`src/rtl/stopwatch_ctrl.sv`:
```
// Start/stop/lap/clear stopwatch: prescaled tick drives a 4-digit cascaded BCD count 0000-9999.
// Latency: push-button events act at the edge ending the event cycle; digits/rollover are registered.
// Backpressure: none; pulse inputs are edge-detected and each rising edge is acted on or discarded.
module stopwatch_ctrl #(
    parameter int DIV   = 100000,
    parameter int DIV_W = 17
) (
    input  logic        clk,
    input  logic        ar,
    input  logic        start_stop,
    input  logic        lap,
    input  logic        clear,
    output logic        run,
    output logic        lap_hold,
    output logic        tick,
    output logic [15:0] digits,
    output logic        rollover
);

    typedef enum logic [1:0] {
        IDLE = 2'd0,
        RUN  = 2'd1,
        LAP  = 2'd2,
        STOP = 2'd3
    } state_t;

    localparam logic [DIV_W-1:0] PRE_MAX = DIV_W'(DIV - 1);

    state_t            state_q, state_d;
    logic              ss_in_q, lap_in_q, clr_in_q;
    logic [15:0]       count_q, count_d;
    logic [15:0]       lapreg_q, lapreg_d;
    logic [15:0]       count_inc;
    logic [DIV_W-1:0]  pre_q, pre_d;
    logic              roll_q, roll_d;
    logic              ev_ss, ev_lap, ev_clr;
    logic              counting;

    // Rising-edge events and the count tick, all from registered state.
    always_comb begin
        ev_ss    = start_stop & ~ss_in_q;
        ev_lap   = lap & ~lap_in_q;
        ev_clr   = clear & ~clr_in_q;
        counting = (state_q == RUN) || (state_q == LAP);
        tick     = counting && (pre_q == PRE_MAX);
    end

    // Ripple the tick through the decimal digits; a digit advances when all lower digits are 9.
    always_comb begin
        logic c;
        count_inc = count_q;
        c = tick;
        for (int i = 0; i < 4; i++) begin
            if (c) begin
                if (count_q[i*4 +: 4] == 4'd9) begin
                    count_inc[i*4 +: 4] = 4'd0;
                end else begin
                    count_inc[i*4 +: 4] = count_q[i*4 +: 4] + 4'd1;
                    c = 1'b0;
                end
            end
        end
    end

    // Next state plus prescaler, count and lap-register updates; clear beats start_stop beats lap.
    always_comb begin
        state_d  = state_q;
        count_d  = count_inc;
        lapreg_d = lapreg_q;
        roll_d   = tick && (count_q == 16'h9999);
        pre_d    = pre_q;
        if (counting) begin
            pre_d = tick ? '0 : pre_q + 1'b1;
        end
        case (state_q)
            IDLE: begin
                if (ev_ss) state_d = RUN;
            end
            RUN: begin
                if (ev_ss) begin
                    state_d = STOP;
                end else if (ev_lap) begin
                    state_d  = LAP;
                    lapreg_d = count_inc;
                end
            end
            LAP: begin
                if (ev_ss)       state_d = STOP;
                else if (ev_lap) state_d = RUN;
            end
            STOP: begin
                if (ev_clr) begin
                    state_d = IDLE;
                    count_d = '0;
                    pre_d   = '0;
                end else if (ev_ss) begin
                    state_d = RUN;
                end
            end
            default: state_d = IDLE;
        endcase
    end

    // State, datapath and edge-detect registers with synchronous reset.
    always_ff @(posedge clk) begin
        if (ar) begin
            state_q  <= IDLE;
            count_q  <= '0;
            lapreg_q <= '0;
            pre_q    <= '0;
            roll_q   <= 1'b0;
            ss_in_q  <= 1'b0;
            lap_in_q <= 1'b0;
            clr_in_q <= 1'b0;
        end else begin
            state_q  <= state_d;
            count_q  <= count_d;
            lapreg_q <= lapreg_d;
            pre_q    <= pre_d;
            roll_q   <= roll_d;
            ss_in_q  <= start_stop;
            lap_in_q <= lap;
            clr_in_q <= clear;
        end
    end

    // Outputs decoded from registered state only.
    always_comb begin
        run      = (state_q == RUN) || (state_q == LAP);
        lap_hold = (state_q == LAP);
        digits   = (state_q == LAP) ? lapreg_q : count_q;
        rollover = roll_q;
    end

endmodule

```
`config.mk`:
```
export PLATFORM = sky130hd
export DESIGN_NAME = stopwatch_ctrl
export DESIGN_NICKNAME = d
export VERILOG_FILES = /design/src/rtl/stopwatch_ctrl.sv
export SDC_FILE = /design/constraint.sdc
export NUM_CORES = 1
export LEC_CHECK = 0
export ABC_CLOCK_PERIOD_IN_PS = 2810
export CORE_AREA = 8 8 110 112
export DETAILED_ROUTE_END_ITERATION = 8
export DIE_AREA = 0 0 118 120
export SYNTH_ARGS = -nofsm -noshare
export SYNTH_HDL_FRONTEND = slang
export SYNTH_SLANG_ARGS = --single-unit
export TNS_END_PERCENT = 1
```
`constraint.sdc`:
```
create_clock -name clk -period 2.81 [get_ports clk]
set_input_delay 0.7025 -clock clk [delete_from_list [all_inputs] [get_ports clk]]
set_output_delay 0.7025 -clock clk [all_outputs]
set_load 0.02 [all_outputs]
```
# --- Word-level counts from Yosys, hierarchy flattened ---
# Index checks and enable logic that the tools add are counted.
totals:
  register_bits: 55
  inputBits: 5
  elab_cells: 65
op_classes:
  n_addsub: 5
  eq_ne: 11
  mux: 28
  bitwise: 7
  reduce_logical: 6
op_table:
  columns: ["operator", "count"]
  rows:
  - ["$mux 17", 4]
  - ["$mux 16", 3]
  - ["$mux 4", 8]
  - ["$add 17x1->17 const B", 1]
  - ["$eq 17x17->1 const B", 1]
  - ["$add 4x1->4 const B", 4]
  - ["$eq 16x16->1 const B", 1]
  - ["$eq 4x4->1 const B", 4]
  - ["$mux 2", 6]
  - ["$pmux 2 s4", 1]
  - ["$mux 1", 6]
  - ["$eq 2x2->1 const B", 2]
  - ["$not 1->1", 4]
  - ["$and 1x1->1", 3]
  - ["$ne 3x1->1 const B", 1]
  - ["$ne 3x3->1 const B", 1]
  - ["$reduce_and 3->1", 1]
  - ["$eq 2x1->1 const B", 1]
  - ["$logic_and 1x1->1", 2]
  - ["$logic_not 2->1", 1]
  - ["$reduce_and 2->1", 1]
  - ["$logic_or 1x1->1", 1]

# --- Longest topological paths before layout ---
depth:
  ltp_word: 9
  depth_mapped: 9
  ltp_nobuf: 6

# --- Worst setup path after synthesis ---
# No wires, ideal clock.
synth_path:
  kind: "register to output"
  startpoint: "register state_q[0]"
  endpoint: "output tick"
  t_arrival_ns: 2.573
  setup_slack_ns: -0.466
  stages_incl_launch_ff: 9
  cell_sequence: "dfxtp_1 > inv_1 > ha_1 > clkbuf_1 > and4_1 > nand3_1 > clkbuf_1 > buf_6 > nor4b_1"
synth_via:
  elab_chain_len: 3
  elab_cells_between_ends: 4
  classes_between: "eq/ne: 2; reduce/logical: 2"
synth_lines:
  columns: ["element", "line", "text"]
  rows:
  - ["start, declared", "29", "state_t state_q, state_d;"]
  - ["start signal, assigned", "116", "state_q <= state_d;"]
  - ["$eq 2x1->1 / $eq 2x2->1 (equally long branches)", null, null]
  - ["$logic_or 1x1->1 (*)", null, null]
  - ["via run", "13", "output logic run,"]
  - ["$logic_and 1x1->1 (*)", "45", "tick = counting && (pre_q == PRE_MAX);"]
  - ["end, declared", "15", "output logic tick,"]
# The timed path passes the listed nets; every way through them passes the cells marked *.

# --- Worst setup path after layout ---
layout_path:
  startpoint: "register state_q[0]"
  endpoint: "output tick"
layout_via:
  elab_chain_len: 3
  elab_cells_between_ends: 4
  classes_between: "eq/ne: 2; reduce/logical: 2"
layout_lines:
  columns: ["element", "line", "text"]
  rows:
  - ["$eq 2x1->1 / $eq 2x2->1 (equally long branches)", "44", "counting = (state_q == RUN) || (state_q == LAP);"]
  - ["$logic_or 1x1->1 (*)", "44", null]
  - ["$logic_and 1x1->1 (*)", "45", null]
# Mark *: on every way between the ends. The rest lies on a longest branch, timed or not.

==> impl_metrics.tcl <==
set metrics [dict create \
    status "complete, no violations" \
    ant_nets 0 \
    cts.clk_slew.worst_paths_ns 0.09 \
    syn_area_um2 3050 \
    syn-num-nets 360 \
    clock_path_buffers 2 \
    cts_tree "done" \
    grt-ovfl-total 0 \
    wl_um 7430 \
    rr_endpoint "pre_q[13]$_SDFF_PP0_" \
    fp.dieW_um 118 \
    pin_count 25 \
    worstSetupEndpointType "output port" \
    hold_path_startpoint "lapreg_q[13]$_SDFFE_PP0P_" \
    worstPathArrival_ns 1.89 \
    numCtsBuffers 5 \
    syn_avg_cell_area_um2 8.72 \
    synth_common_cells "dfxtp_1 (55), nor2_1 (28), a21oi_1 (23)" \
    drv_cap 0 \
    async_reset_ff_share_pct 0 \
    worst_pin_slew_ns 1.01 \
    cts_sinks 55 \
    leakage_nw 1.44 \
    ctsHtreeMaxLevel 2 \
    vdd_ir_drop_max_v 0.000219 \
    yosys_warnings 0 \
    rsz0062_at_grt "no" \
    die_h_um 120 \
    viasPerCell 5.21 \
    ys_seq_area_share_pct 36.1 \
    skew_ns 0.00480 \
    ys.flop_type "dfxtp_1" \
    core.rowCount 38 \
    period_needed_ns 2.59 \
    crit_chain "inv_1, ha_1, and4_1, nand3_1, nor4b_4, clkbuf_2" \
    finalPower_mw 1.45 \
    relSlewSlack_pct 32.2 \
    rr_startpoint "state_q[0]$_SDFFE_PP0P_" \
    synth_edf_count 0 \
    drt-wirelength-per-cell_um 14.5 \
    cp-start-kind "flip-flop" \
    setup_violations 0 \
    drt_iter0_markers 124 \
    syn_to_final_growth_pct 17.9 \
    reg2reg_depth 7 \
    layout.area.seq_um2 1100 \
    synth_top_family_by_area "simple AND/OR/NAND/NOR gates" \
    hold_path_end "lapreg_q[13]$_SDFFE_PP0P_" \
    synthCells 350 \
    worstPathMaxFanout 4 \
    drc 0 \
    synth_most_common_cell "dfxtp_1" \
    max_freq_mhz 386 \
    synth_mux_area_share_pct 5.41 \
    yosys.area_share.xor_xnor_pct 3.45 \
    drv_slew 0 \
    cts_setup_buffers 0 \
    synthAdderAreaFrac_pct 2.05 \
    fin_crit_sh_pct 92.2 \
    synth.top_cell.area_share_pct 36.1 \
    totalNegativeSetupSlack_ns 0 \
    drive_gt1_share_pct 12.1 \
    initial_utilization_pct 29.0 \
    powerDensity_nw_per_um2 403 \
    yosys-top-cells-area "dfxtp_1 (36%), mux2_2 (4.4%), a21oi_1 (3.8%)" \
    dp_hpwl_um 5370 \
    cp.required_ns 2.11 \
    diodes 0 \
    synth.largest_area_cell "dfxtp_1" \
    synth_simple_gate_area_share_pct 29.4 \
    fp.dieArea_um2 14200 \
    grt_pass1_vias 2548 \
    grt_max_degree 25 \
    finalHoldViolCount 0 \
    clk_latency_ns 0.30 \
    root_buffer "clkbuf_8" \
    multi_input_area_um2 1810 \
    track_usage_pct 10.7 \
    grt_pass1_wl_um 12600 \
    gp_congestion 0.851 \
    fin_nets 382 \
    synth_cell_types 58 \
    r2r_setup_slack_ns 0.35 \
    nFillCells 1074 \
    core_um2 10500 \
    cp_slowest_cell "dfxtp_1" \
    numPortBuffers 24 \
    grt_antenna_before_repair 0 \
    hold_class "reg -> reg" \
    path_class "reg -> out" \
    hold_path_depth 2 \
    synth_compound_area_share_pct 18.6 \
    max_stage_delay_ns 0.40 \
    vias 2669 \
    drt_pass1_iterations 4 \
    hold_buffers 0 \
    ys_ff_latch 55 \
]
cell usage in the layout (no fill, tap or decap), types with 8 or more instances in the layout:
cell type and count:
inv_1 11, xnor2_1 8, o21ai_0 18, or4_1 8
dfxtp_1 55, nand4_1 12, dlymetal6s2s_1 15, o31ai_1 9
o211ai_1 8, nor2_1 28, nor2b_1 8, a21oi_1 23
nand2b_1 9, buf_4 10, mux2_2 12, a311oi_1 8
nand2_1 21
how the worst max path moves through the flow:
stage	start	to	cells past startpoint
5_1_grt	state_q[0]$_SDFFE_PP0P_	pre_q[7]$_SDFF_PP0_	7
6_report	state_q[0]$_SDFFE_PP0P_	tick	6
4_1_cts	state_q[0]$_SDFFE_PP0P_	digits[0]	5
3_5_place_dp	state_q[0]$_SDFFE_PP0P_	tick	6
2_1_floorplan	state_q[0]$_SDFFE_PP0P_	tick	8
3_3_place_gp	state_q[0]$_SDFFE_PP0P_	tick	6
layer usage:
metal  wire (µm)  part of all wire (%)  track usage [%]  vias to the layer above
met5           0                     0                0                        -
met3         278                   3.7             2.02                        5
met1        3580                    48             13.4                     1271
met2        3530                    47             18.5                       43
met4          43                  0.58             2.32                        0
li1            -                     -                -                     1350
where the power goes:
part | total, mW | switching [mW] | internal (mW)
registers | 0.809 | 0.0136 | 0.795
clock network | 0.515 | 0.253 | 0.262
logic | 0.128 | 0.0727 | 0.0548
kinds of logic after synthesis:
family,Yosys count
AOI/OAI and AO/OA,86
xor gates and xnor gates,12
adders and majority gates,5
buffers and inverters,31
DFF,55
muxes,15
and+or+nand+nor,146
cell type report:
cell class                      count  area share [%]
Multi-Input combinational cell    264            50.3
Sequential cell                    55            30.6
Timing Repair Buffer               35            10.2
Tap cell                          140            4.87
Clock buffer                        6            2.02
Inverter                           11            1.15
Clock inverter                      1           0.835
timing repair:
item                       in CTS  in global routing
pin swaps                       0                  0
gates resized for setup         2                 17
setup endpoints to repair       2                 16
hold endpoints to repair        0                  0
worst max-delay path, delay by kind of cell, from the launching register on:
family        cells  cell delay, ns
fa+ha+maj         1            0.30
flops             1            0.40
simple gates      3            0.59
buf+inv           2            0.30
sequential cells by signal (all words and copies together), names as in the netlist:
signal    count
clr_in_q      1
count_q      16
lap_in_q      1
lapreg_q     16
pre_q        17
rollover      1
ss_in_q       1
state_q       2
per-stage QoR:
stage / hold WS (ns) / cell area [µm²] / setup WS [ns] / instances / util (%)
floorplan: 0.458 / 3070 / 0.0158 / 350 / -
global placement: 0.475 / 3460 / 0.126 / 505 / 33.0
detailed placement: 0.481 / 3460 / 0.0978 / 505 / 33.0
CTS: 0.495 / 3560 / 0.0164 / 512 / 33.9
global route: 0.522 / 3600 / 0.0190 / 512 / 34.2
finish: 0.491 / 3600 / 0.220 / 512 / 34.2
Note: power is estimated with default switching activity, not from simulation.
